--- config.mk ---
export PLATFORM = sky130hd
export DESIGN_NAME = branch_resolve_tracker
export DESIGN_NICKNAME = d
export VERILOG_FILES = /design/src/rtl/branch_resolve_tracker.sv
export SDC_FILE = /design/constraint.sdc
export NUM_CORES = 1
export LEC_CHECK = 0
export CORE_ASPECT_RATIO = 1.25
export CORE_MARGIN = 3
export CORE_UTILIZATION = 40
export DETAILED_ROUTE_END_ITERATION = 8
export GPL_ROUTABILITY_DRIVEN = 0
export PLACE_DENSITY_LB_ADDON = 0.2
export SYNTH_ARGS = -nofsm -noshare
export SYNTH_HDL_FRONTEND = slang
export SYNTH_SLANG_ARGS = --single-unit
--- constraint.sdc ---
create_clock -name clk -period 11.6 [get_ports clk]
set_clock_uncertainty 0.2 [all_clocks]
set_input_delay 1.74 -clock clk [delete_from_list [all_inputs] [get_ports clk]]
set_output_delay 1.74 -clock clk [all_outputs]
set_load 0.03 [all_outputs]
--- src/rtl/branch_resolve_tracker.sv ---
// Tracks in-flight conditional branches by one-hot speculative tag and, on resolution,
// emits a registered PHT-update / speculation-verdict bundle and squashes younger entries.
module branch_resolve_tracker #(
   parameter int unsigned NTAG     = 5,
   parameter int unsigned ADDR_LEN = 32,
   parameter int unsigned BHR_LEN  = 10
) (
   input  logic                clk,
   input  logic                reset,
   input  logic                alloc_valid,
   input  logic [NTAG-1:0]     alloc_tag,
   input  logic [ADDR_LEN-1:0] alloc_pc,
   input  logic [BHR_LEN-1:0]  alloc_bhr,
   input  logic                alloc_pred,
   input  logic [ADDR_LEN-1:0] alloc_target,
   input  logic                res_valid,
   input  logic [NTAG-1:0]     res_tag,
   input  logic                res_taken,
   input  logic [ADDR_LEN-1:0] res_target,
   output logic                we,
   output logic                wcond,
   output logic [BHR_LEN-1:0]  went,
   output logic                prmiss,
   output logic                prsuccess,
   output logic [NTAG-1:0]     prtag,
   output logic [ADDR_LEN-1:0] redirect_pc,
   output logic [NTAG-1:0]     valid_mask,
   output logic                err
);

   // Per-entry state
   logic [NTAG-1:0]     v_q, v_d;
   logic [NTAG-1:0]     older_q [NTAG];
   logic [NTAG-1:0]     older_d [NTAG];
   logic [BHR_LEN-1:0]  idx_q   [NTAG];
   logic                pred_q  [NTAG];
   logic [ADDR_LEN-1:0] tgt_q   [NTAG];
   logic [ADDR_LEN-1:0] pc4_q   [NTAG];

   // Output bundle registers
   logic                we_q, we_d;
   logic                wcond_q, wcond_d;
   logic [BHR_LEN-1:0]  went_q, went_d;
   logic                prmiss_q, prmiss_d;
   logic                prsuccess_q, prsuccess_d;
   logic [NTAG-1:0]     prtag_q, prtag_d;
   logic [ADDR_LEN-1:0] redirect_q, redirect_d;
   logic                err_q, err_d;

   // Decode helpers
   logic                res_ok, miss, alloc_legal, alloc_ok;
   logic [NTAG-1:0]     kill, clear, freeing;
   logic [BHR_LEN-1:0]  sel_idx;
   logic                sel_pred;
   logic [ADDR_LEN-1:0] sel_tgt, sel_pc4;

   always_comb begin
      sel_idx     = '0;
      sel_pred    = 1'b0;
      sel_tgt     = '0;
      sel_pc4     = '0;
      kill        = '0;
      clear       = '0;
      freeing     = '0;
      v_d         = v_q;
      we_d        = 1'b0;
      wcond_d     = 1'b0;
      went_d      = '0;
      prmiss_d    = 1'b0;
      prsuccess_d = 1'b0;
      prtag_d     = '0;
      redirect_d  = '0;

      res_ok = res_valid && $onehot(res_tag) && ((res_tag & v_q) != '0);

      for (int unsigned i = 0; i < NTAG; i++) begin
         if (res_tag[i]) begin
            sel_idx  = idx_q[i];
            sel_pred = pred_q[i];
            sel_tgt  = tgt_q[i];
            sel_pc4  = pc4_q[i];
         end
         if ((older_q[i] & res_tag) != '0) kill[i] = 1'b1;
      end

      miss = (res_taken != sel_pred) || (res_taken && (res_target != sel_tgt));

      // A freed tag stays occupied for allocation purposes until the next cycle
      alloc_legal = alloc_valid && $onehot(alloc_tag) && ((alloc_tag & v_q) == '0);
      alloc_ok    = alloc_legal && !(res_ok && miss);

      if (res_ok) begin
         freeing     = res_tag;
         clear       = miss ? (res_tag | kill) : res_tag;
         we_d        = 1'b1;
         wcond_d     = res_taken;
         went_d      = sel_idx;
         prmiss_d    = miss;
         prsuccess_d = !miss;
         prtag_d     = res_tag;
         redirect_d  = res_taken ? res_target : sel_pc4;
      end

      v_d = (v_q & ~clear) | (alloc_ok ? alloc_tag : '0);

      for (int unsigned i = 0; i < NTAG; i++) begin
         older_d[i] = older_q[i] & ~freeing;
         if (clear[i]) older_d[i] = '0;
         if (alloc_ok && alloc_tag[i]) older_d[i] = v_q & ~freeing;
      end

      err_d = err_q || (alloc_valid && !alloc_legal) || (res_valid && !res_ok);
   end

   always_ff @(posedge clk) begin
      if (reset) begin
         v_q         <= '0;
         we_q        <= 1'b0;
         wcond_q     <= 1'b0;
         went_q      <= '0;
         prmiss_q    <= 1'b0;
         prsuccess_q <= 1'b0;
         prtag_q     <= '0;
         redirect_q  <= '0;
         err_q       <= 1'b0;
         for (int unsigned i = 0; i < NTAG; i++) older_q[i] <= '0;
      end else begin
         v_q         <= v_d;
         we_q        <= we_d;
         wcond_q     <= wcond_d;
         went_q      <= went_d;
         prmiss_q    <= prmiss_d;
         prsuccess_q <= prsuccess_d;
         prtag_q     <= prtag_d;
         redirect_q  <= redirect_d;
         err_q       <= err_d;
         for (int unsigned i = 0; i < NTAG; i++) older_q[i] <= older_d[i];
      end
   end

   // Payload fields are qualified by v, so they need no reset
   always_ff @(posedge clk) begin
      for (int unsigned i = 0; i < NTAG; i++) begin
         if (alloc_ok && alloc_tag[i]) begin
            idx_q[i]  <= alloc_pc[2 +: BHR_LEN] ^ alloc_bhr;
            pred_q[i] <= alloc_pred;
            tgt_q[i]  <= alloc_target;
            pc4_q[i]  <= alloc_pc + ADDR_LEN'(4);
         end
      end
   end

   assign we          = we_q;
   assign wcond       = wcond_q;
   assign went        = went_q;
   assign prmiss      = prmiss_q;
   assign prsuccess   = prsuccess_q;
   assign prtag       = prtag_q;
   assign redirect_pc = redirect_q;
   assign valid_mask  = v_q;
   assign err         = err_q;

endmodule

==> flow_summary.json, run 1 <==
{
  "status": "finished clean",
  "worst_pin_slew_ns": 1.16,
  "clk_latency_ns": 0.55,
  "rsz0062_at_grt": "no",
  "cts-resized-gates": 0,
  "tns_ns": 0,
  "clock_path_buffers": 3,
  "synth-seq-cells": 456,
  "h-tree-depth": 2,
  "synth_warnings": 0,
  "drive_above_1_share_pct": 7.27,
  "syn-cell-area_um2": 18700,
  "die-area_um2": 49300,
  "clk_pin_slew_ns": 0.06,
  "core_area_um2": 45600,
  "syn_avg_cell_area_um2": 13.5,
  "nFillCells": 3915,
  "ir_drop_mv": 0.108,
  "diodes": 0,
  "synth_cells": 1383,
  "cp.arrival_ns": 7.37,
  "maxCapViolations": 0,
  "overflow": 0,
  "drt_iter0_drc": 1046,
  "synth_seq_area_share_pct": 69.0,
  "max_freq_mhz": 135,
  "multiInputGateArea_um2": 5220,
  "cts-hold-fix-buffers": 0,
  "cts.sinks": 456,
  "boundaryPins": 179,
  "crit_required_ns": 11.57,
  "synth_edf_count": 375,
  "hold_viol_final": 0,
  "antenna_found_initial": 0,
  "crit_family": "simple AND/OR/NAND/NOR gates",
  "path_class": "in -> reg",
  "async_reset_ff_share_pct": 0,
  "regArea_um2": 12900,
  "worstPathBufferInverterCount": 4,
  "powerDensity_nw_per_um2": 163,
  "syn_nets": 1512,
  "firstDrtPassIters": 6,
  "routed_wl_um": 52000,
  "p_comb_share_pct": 8.8,
  "cts_root_buf": "clkbuf_16",
  "switching_share_pct": 22.6,
  "cp_common_cell": "buf_4",
  "drtAntennaViolNets": 0,
  "power_leakage_nw": 7.61,
  "slew_violations": 0,
  "syn_to_final_growth_pct": 19.8,
  "initial_core_util_pct": 40.9,
  "nets": 1666,
  "synth.distinct_cells": 80,
  "die_x_um": 199,
  "hold_class": "reg -> reg",
  "power_mw": 3.63,
  "clockPowerShare_pct": 40.1,
  "routed-via-count": 12300,
  "final_common_cell": "edfxtp_1",
  "max_stage_delay_ns": 0.87,
  "period_share_pct": 63.7,
  "finalSetupViolations": 0,
  "critPathMaxFanout": 86,
  "synth_ff_type": "edfxtp_1",
  "worstPathCellList": "buf_4, nor2b_1, buf_4, a22oi_1, and3_1, nor4_1, nand4_1, nor4_2, a22oi_2, nand2_2, nand3_2, clkinv_2, buf_4",
  "period_needed_ns": 7.39,
  "p_switching_mw": 0.823,
  "grt_pass1_wl_um": 77300,
  "p_int_mw": 2.81,
  "die_y_um": 248,
  "layout_common_cells": "edfxtp_1 (375), clkdlybuf4s50_1 (174), nor2_1 (120)",
  "grt.total_usage_pct": 20.9,
  "rows": 87,
  "io_buffers": 178,
  "viasPerCell": 5.71,
  "tritoncts": "built",
  "wire_per_inst_um": 24.2,
  "grt_max_degree": 87,
  "critical_path.endpoint_type": "flop",
  "slowest_stage": "nor4_1",
  "crit_path_start_kind": "input port",
  "cts_buffers": 45,
  "relSlewSlack_pct": 22.5,
  "postCtsSetupBuffers": 0,
  "drcViolationCount": 0,
  "seq_power_share_pct": 51.1,
  "dp_hpwl_um": 33600,
  "grt_pass1_vias": 12200,
  "fin_util_pct": 49.0
}
-- area by class of cell --
class / instances / area share [%]
clock buffer: 57 / 5.52
timing repair buffer: 196 / 8.53
inverter: 44 / 0.750
clock inverter: 22 / 1.02
multi-input combinational: 794 / 23.3
tap: 578 / 3.23
sequential: 456 / 57.6
-- path summary, 6_finish.rpt --
check / from / end / slack (ns) / depth (start not counted)
max reg2reg: tgt_q[0][22]$_DFFE_PP_ / pc4_q[0][116]$_DFFE_PP_ / 6.32 / 11
min: idx_q[0][42]$_DFFE_PP_ / went[2]$_SDFF_PP0_ / 0.28 / 2
min reg2reg: idx_q[0][42]$_DFFE_PP_ / went[2]$_SDFF_PP0_ / 0.28 / 2
max: res_tag[3] / pc4_q[0][116]$_DFFE_PP_ / 4.21 / 13
-- flip-flops by register name, indices dropped and copies added, names as in the netlist, 5 cells and up --
name	count
valid_mask	5
went	10
redirect_pc	32
older_q	24
pc4_q	160
idx_q	50
tgt_q	160
pred_q	5
prtag	5
-- power groups by stage --
stage,logic [mW],registers [mW],clock network [mW]
2_1_floorplan,0.166,1.90,0
3_3_place_gp,0.318,1.89,0
3_5_place_dp,0.321,1.89,0
4_1_cts,0.322,1.86,1.48
5_1_grt,0.347,1.86,1.55
6_report,0.320,1.86,1.46
-- routing by layer --
| metal | part of all wire (%) | GRT usage, % | routed length, µm | vias to the layer above |
|---|---|---|---|---|
| met3 | 7.5 | 3.80 | 3900 | 93 |
| li1 | - | - | - | 5619 |
| met5 | 0 | 0 | 0 | - |
| met4 | 3.5 | 7.44 | 1840 | 0 |
| met2 | 47 | 33.5 | 24400 | 491 |
| met1 | 42 | 28.6 | 21800 | 6050 |
-- worst register-to-register path, stage by stage, from the launching register on --
cell and delay (ns):
edfxtp_1 0.36, and3b_1 0.18, o221ai_1 0.21, a21oi_1 0.10
nor4_1 0.88, nand4_1 0.20, nor4_2 0.50, a22oi_2 0.19
nand2_2 0.48, nand3_2 0.34, clkinv_2 0.50, buf_4 0.71
-- logic make-up (layout without fill, tap and decap cells) --
family          count (synthesis)  in the layout  synth area share (%)
flops                         456            456                  69.0
compound gates                360            360                  13.5
simple gates                  322            322                  8.42
buf+inv                       133            319                  3.14
mux                            54             54                  2.93
xor+xnor                       51             51                  2.39
fa+ha+maj                       7              7                 0.630
-- through the flow --
| step | instances | hold slack (ns) | setup slack (ns) | area, µm² |
|---|---|---|---|---|
| 2_1_floorplan | 1383 | 0.247 | 4.75 | 18700 |
| 4_1_cts | 2147 | 0.283 | 4.34 | 22400 |
| 5_1_grt | 2147 | 0.304 | 4.05 | 22400 |
| 6_report | 2147 | 0.282 | 4.21 | 22400 |
| 3_3_place_gp | 2068 | 0.267 | 3.89 | 20900 |
| 3_5_place_dp | 2068 | 0.273 | 3.74 | 20900 |
-- synth_stat cells, drive strengths merged (9+ instances only) --
cell type	count	share of area [%]
a21oi	83	2.2
a221o	43	2.3
a221oi	26	1.3
a22oi	17	0.71
and3	23	0.77
and3b	10	0.47
buf	38	1.2
clkbuf	51	1.0
dfxtp	81	8.7
edfxtp	375	60
inv	44	0.88
mux2i	51	2.7
nand2	82	1.7
nand3	17	0.51
nand3b	9	0.36
nand4	11	0.37
nor2	120	2.4
nor2b	11	0.41
nor3	9	0.24
o2111ai	17	0.80
o21ai	92	2.5
o221ai	13	0.61
o22ai	11	0.40
xnor2	33	1.5
xor2	18	0.84
Note: power is estimated with default switching activity, not from simulation.
==> inputs of run 2 (changes only) <==
==> constraint.sdc (replaced) <==
create_clock -name clk -period 7.6 [get_ports clk]
set_clock_uncertainty 0.2 [all_clocks]
set_input_delay 1.14 -clock clk [delete_from_list [all_inputs] [get_ports clk]]
set_output_delay 1.14 -clock clk [all_outputs]
set_load 0.03 [all_outputs]
==> flow_summary.json, run 2 (synthesized netlist as in run 1, its figures left out) <==
{
  "status": "finished clean",
  "viasPerCell": 5.74,
  "nFillCells": 3980,
  "max_stage_delay_ns": 0.73,
  "boundaryPins": 179,
  "ir_drop_mv": 0.151,
  "r2r_slack_ns": 3.25,
  "path_class": "in -> reg",
  "grt_max_degree": 84,
  "relSlewSlack_pct": 32.1,
  "critical_path.endpoint_type": "flop",
  "cp.arrival_ns": 5.58,
  "wire_per_inst_um": 24.3,
  "hold_class": "reg -> reg",
  "postCtsSetupBuffers": 0,
  "rows": 87,
  "tritoncts": "built",
  "powerDensity_nw_per_um2": 244,
  "firstDrtPassIters": 6,
  "drt_iter0_drc": 1174,
  "routed-via-count": 12400,
  "initial_core_util_pct": 40.9,
  "fin_util_pct": 49.3,
  "h-tree-depth": 2,
  "crit_end": "pc4_q[0][117]$_DFFE_PP_",
  "crit_path_start_kind": "input port",
  "nets": 1677,
  "cts-hold-fix-buffers": 0,
  "syn_to_final_growth_pct": 20.3,
  "p_comb_share_pct": 9.0,
  "rsz0062_at_grt": "no",
  "period_needed_ns": 5.59,
  "cts_root_buf": "clkbuf_16",
  "drcViolationCount": 0,
  "die_y_um": 248,
  "p_int_mw": 4.22,
  "clockPowerShare_pct": 39.4,
  "switching_share_pct": 23.1,
  "finalSetupViolations": 0,
  "startpoint": "res_tag[0]",
  "antenna_found_initial": 1,
  "maxCapViolations": 0,
  "clk_pin_slew_ns": 0.06,
  "final_common_cell": "edfxtp_1",
  "die_x_um": 199,
  "cts.sinks": 456,
  "grt_pass1_wl_um": 78200,
  "rr_startpoint": "tgt_q[0][13]$_DFFE_PP_",
  "worstPathCellList": "clkdlybuf4s50_1, buf_4, and3b_1, o221ai_1, and3_1, nor4_1, nand4_1, nor4_2, a22oi_2, nand2_2, buf_4, nand3_2, clkinv_2, buf_12",
  "crit_required_ns": 7.59,
  "critPathMaxFanout": 75,
  "overflow": 0,
  "routed_wl_um": 52600,
  "grt_pass1_vias": 12500,
  "tns_ns": 0,
  "worst_pin_slew_ns": 1.02,
  "seq_power_share_pct": 51.6,
  "period_share_pct": 73.6,
  "reg_top3": "pc4_q (160), tgt_q (160), idx_q (50)",
  "cts_buffers": 46,
  "io_buffers": 178,
  "fin_area_um2": 22500,
  "r2r_cells": 12,
  "p_switching_mw": 1.27,
  "power_leakage_nw": 7.65,
  "dp_hpwl_um": 34500,
  "slew_violations": 0,
  "core_area_um2": 45600,
  "slowest_stage": "clkdlybuf4s50_1",
  "grt.total_usage_pct": 21.1,
  "drive_above_1_share_pct": 7.95,
  "cp_common_cell": "buf_4",
  "die-area_um2": 49300,
  "layout_common_cells": "edfxtp_1 (375), clkdlybuf4s50_1 (174), nor2_1 (120)",
  "place_area_um2": 21000,
  "drtAntennaViolNets": 0,
  "clock_path_buffers": 3,
  "reg2reg_to": "pc4_q[0][117]$_DFFE_PP_",
  "cts-resized-gates": 0,
  "clk_latency_ns": 0.56,
  "hold_viol_final": 0,
  "max_freq_mhz": 179
}
-- run 2: through the flow --
step                      worst slack [ns]  power (mW)  hold WS (ns)  std cells
after floorplan                       1.35        3.15         0.247       1383
after global placement                1.58        3.38         0.265       2078
after detailed placement              1.55        3.38         0.275       2078
after CTS                             2.13        5.53         0.290       2162
after global routing                  1.79        5.68         0.311       2163
final                                 2.01        5.49         0.282       2163
-- run 2: critical path, delay by kind of cell --
kind,cells,cell delay (ns)
AOI/OAI and AO/OA,2,0.32
and+or+nand+nor,7,2.12
buffers and inverters,5,1.92
-- run 2: area by class of cell --
type | instances | area, µm² | share of cell area, %
Sequential cell | 456 | 12900 | 57.3
Multi-Input combinational cell | 794 | 5220 | 23.2
Timing Repair Buffer | 206 | 2040 | 9.10
Clock buffer | 64 | 1270 | 5.65
Tap cell | 578 | 723 | 3.22
Inverter | 44 | 168 | 0.746
Clock inverter | 20 | 156 | 0.696
Antenna cell | 1 | 2.50 | 0.0111
-- run 2: power by group through the flow --
| stage | logic (mW) | registers (mW) | clock network [mW] |
|---|---|---|---|
| detailed placement | 0.497 | 2.89 | 0 |
| global placement | 0.493 | 2.88 | 0 |
| global route | 0.538 | 2.84 | 2.30 |
| CTS | 0.498 | 2.83 | 2.20 |
| floorplan | 0.254 | 2.89 | 0 |
| finish | 0.495 | 2.83 | 2.16 |
-- run 2: worst min-delay path by stage --
stage / start / end / slack (ns) / cells past startpoint
global route: idx_q[0][42]$_DFFE_PP_ / went[2]$_SDFF_PP0_ / 0.31 / 2
global placement: older_q[0][12]$_SDFF_PP0_ / older_q[0][12]$_SDFF_PP0_ / 0.27 / 2
CTS: older_q[0][18]$_SDFF_PP0_ / older_q[0][18]$_SDFF_PP0_ / 0.29 / 2
finish: older_q[0][18]$_SDFF_PP0_ / older_q[0][18]$_SDFF_PP0_ / 0.28 / 2
detailed placement: idx_q[0][40]$_DFFE_PP_ / went[0]$_SDFF_PP0_ / 0.28 / 2
floorplan: idx_q[0][48]$_DFFE_PP_ / went[8]$_SDFF_PP0_ / 0.25 / 2
-- run 2: routing by layer --
layer | track usage (%) | up-vias | share of wire [%]
li1 | - | 5640 | -
met1 | 28.3 | 6118 | 41
met2 | 34.6 | 565 | 48
met3 | 4.14 | 89 | 7.9
met4 | 7.22 | 0 | 3.2
met5 | 0 | - | 0
==> inputs of run 3 (changes only) <==
==> constraint.sdc (replaced) <==
create_clock -name clk -period 5.4 [get_ports clk]
set_clock_uncertainty 0.2 [all_clocks]
set_input_delay 0.81 -clock clk [delete_from_list [all_inputs] [get_ports clk]]
set_output_delay 0.81 -clock clk [all_outputs]
set_load 0.03 [all_outputs]
==> flow_summary.json, run 3 (synthesized netlist as in run 1, its figures left out) <==
{
  "layout_common_cells": "edfxtp_1 (375), clkdlybuf4s50_1 (174), nor2_1 (120)",
  "wire_per_inst_um": 24.5,
  "met3_usage_pct": 3.08,
  "overflow": 0,
  "die_y_um": 248,
  "grt.total_usage_pct": 21.5,
  "max_freq_mhz": 212,
  "syn_to_final_growth_pct": 22.5,
  "crit_required_ns": 5.44,
  "tns_ns": 0,
  "hold_class": "reg -> reg",
  "place_area_um2": 21300,
  "cts_root_buf": "clkbuf_16",
  "maxCapViolations": 0,
  "viasPerCell": 5.75,
  "finalSetupViolations": 0,
  "crit_path_start_kind": "input port",
  "critical_path.endpoint_type": "flop",
  "drt_iter0_drc": 1211,
  "fin_area_um2": 22900,
  "cts-hold-fix-buffers": 0,
  "drive_above_1_share_pct": 9.17,
  "power_mw": 8.06,
  "drcViolationCount": 0,
  "grt_pass1_vias": 12700,
  "clock_path_buffers": 3,
  "grt_util_met2_pct": 35.3,
  "routed_wl_um": 53400,
  "whs_ns": 0.276,
  "clk_pin_slew_ns": 0.06,
  "period_share_pct": 87.4,
  "cts.sinks": 456,
  "critPathMaxFanout": 32,
  "cts-resized-gates": 0,
  "cts_buffers": 46,
  "drtAntennaViolNets": 0,
  "grt_use_met1_pct": 30.2,
  "postCtsSetupBuffers": 0,
  "slew_violations": 0,
  "relSlewSlack_pct": 35.8,
  "io_buffers": 178,
  "boundaryPins": 179,
  "core_area_um2": 45600,
  "rsz0062_at_grt": "no",
  "rows": 87,
  "worst_pin_slew_ns": 0.959,
  "ir_drop_mv": 0.209,
  "hold_viol_final": 0,
  "clk_latency_ns": 0.56,
  "preCtsSetupSlack_ns": 0.281,
  "cp.arrival_ns": 4.76,
  "gr-max-usage-layer": "met2",
  "grt_max_degree": 54,
  "firstDrtPassIters": 5,
  "grt_pass1_wl_um": 79800,
  "path_class": "in -> reg",
  "status": "finished clean",
  "power_leakage_nw": 7.83,
  "dp_hpwl_um": 35100,
  "worst_slack_ns": 0.680,
  "h-tree-depth": 2,
  "powerDensity_nw_per_um2": 352,
  "initial_core_util_pct": 40.9,
  "die_x_um": 199,
  "period_needed_ns": 4.72,
  "final_common_cell": "edfxtp_1",
  "diodes": 0,
  "nets": 1695,
  "reg_top3": "pc4_q (160), tgt_q (160), idx_q (50)",
  "antenna_found_initial": 0,
  "routed-via-count": 12500,
  "tritoncts": "built",
  "die-area_um2": 49300
}
==> run 3: cell count changes in the layout (fill, tap and decap cells not counted), sizes merged <==
cell / previous run / this run
bufinv: 2 / 7
clkinv: 16 / 12
clkinvlp: 3 / 4
buf: 32 / 50
clkbuf: 64 / 63
diode: 1 / 0
==> run 3: cell type report <==
type                       count  area (µm²)
timing repair buffer         224        2280
fill                        3893       22700
multi-input combinational    794        5220
clock inverter                22         308
clock buffer                  63        1290
inverter                      44         173
tap                          578         723
sequential                   456       12900
==> run 3: critical path: stages <==
cell	delay, ns
clkdlybuf4s50_1	0.55
buf_12	0.23
nand3b_1	0.11
a2111oi_0	0.68
nor3_1	0.11
nor3_1	0.28
nand4_1	0.16
nor4_1	0.44
a22oi_2	0.21
nand2_2	0.36
nand3_2	0.30
clkinvlp_4	0.24
buf_12	0.24
==> run 3: worst paths after layout <==
path	from	slack, ns	to	cells after the start
worst min-delay path	older_q[0][18]$_SDFF_PP0_	0.28	older_q[0][18]$_SDFF_PP0_	2
worst max-delay path	res_tag[0]	0.68	pc4_q[0][81]$_DFFE_PP_	13
worst min register to register	older_q[0][18]$_SDFF_PP0_	0.28	older_q[0][18]$_SDFF_PP0_	2
worst max register to register	tgt_q[0][13]$_DFFE_PP_	1.39	pc4_q[0][81]$_DFFE_PP_	11
==> run 3: report_power, final <==
part	switching [mW]	internal (mW)
Clock	1.34	2.01
Sequential	0.0333	3.95
Combinational	0.460	0.268
Total	1.83	6.23
==> run 3: routing by layer <==
metal	up-vias	part of all wire, %
li1	5672	-
met5	-	0
met3	90	6.4
met2	491	48
met4	0	2.2
met1	6279	43
==> run 3: stage by stage <==
stage,util [%],cells
after floorplan,-,1383
after CTS,50.1,2181
final,50.1,2181
after global placement,46.7,2096
after global routing,50.1,2181
after detailed placement,46.7,2096
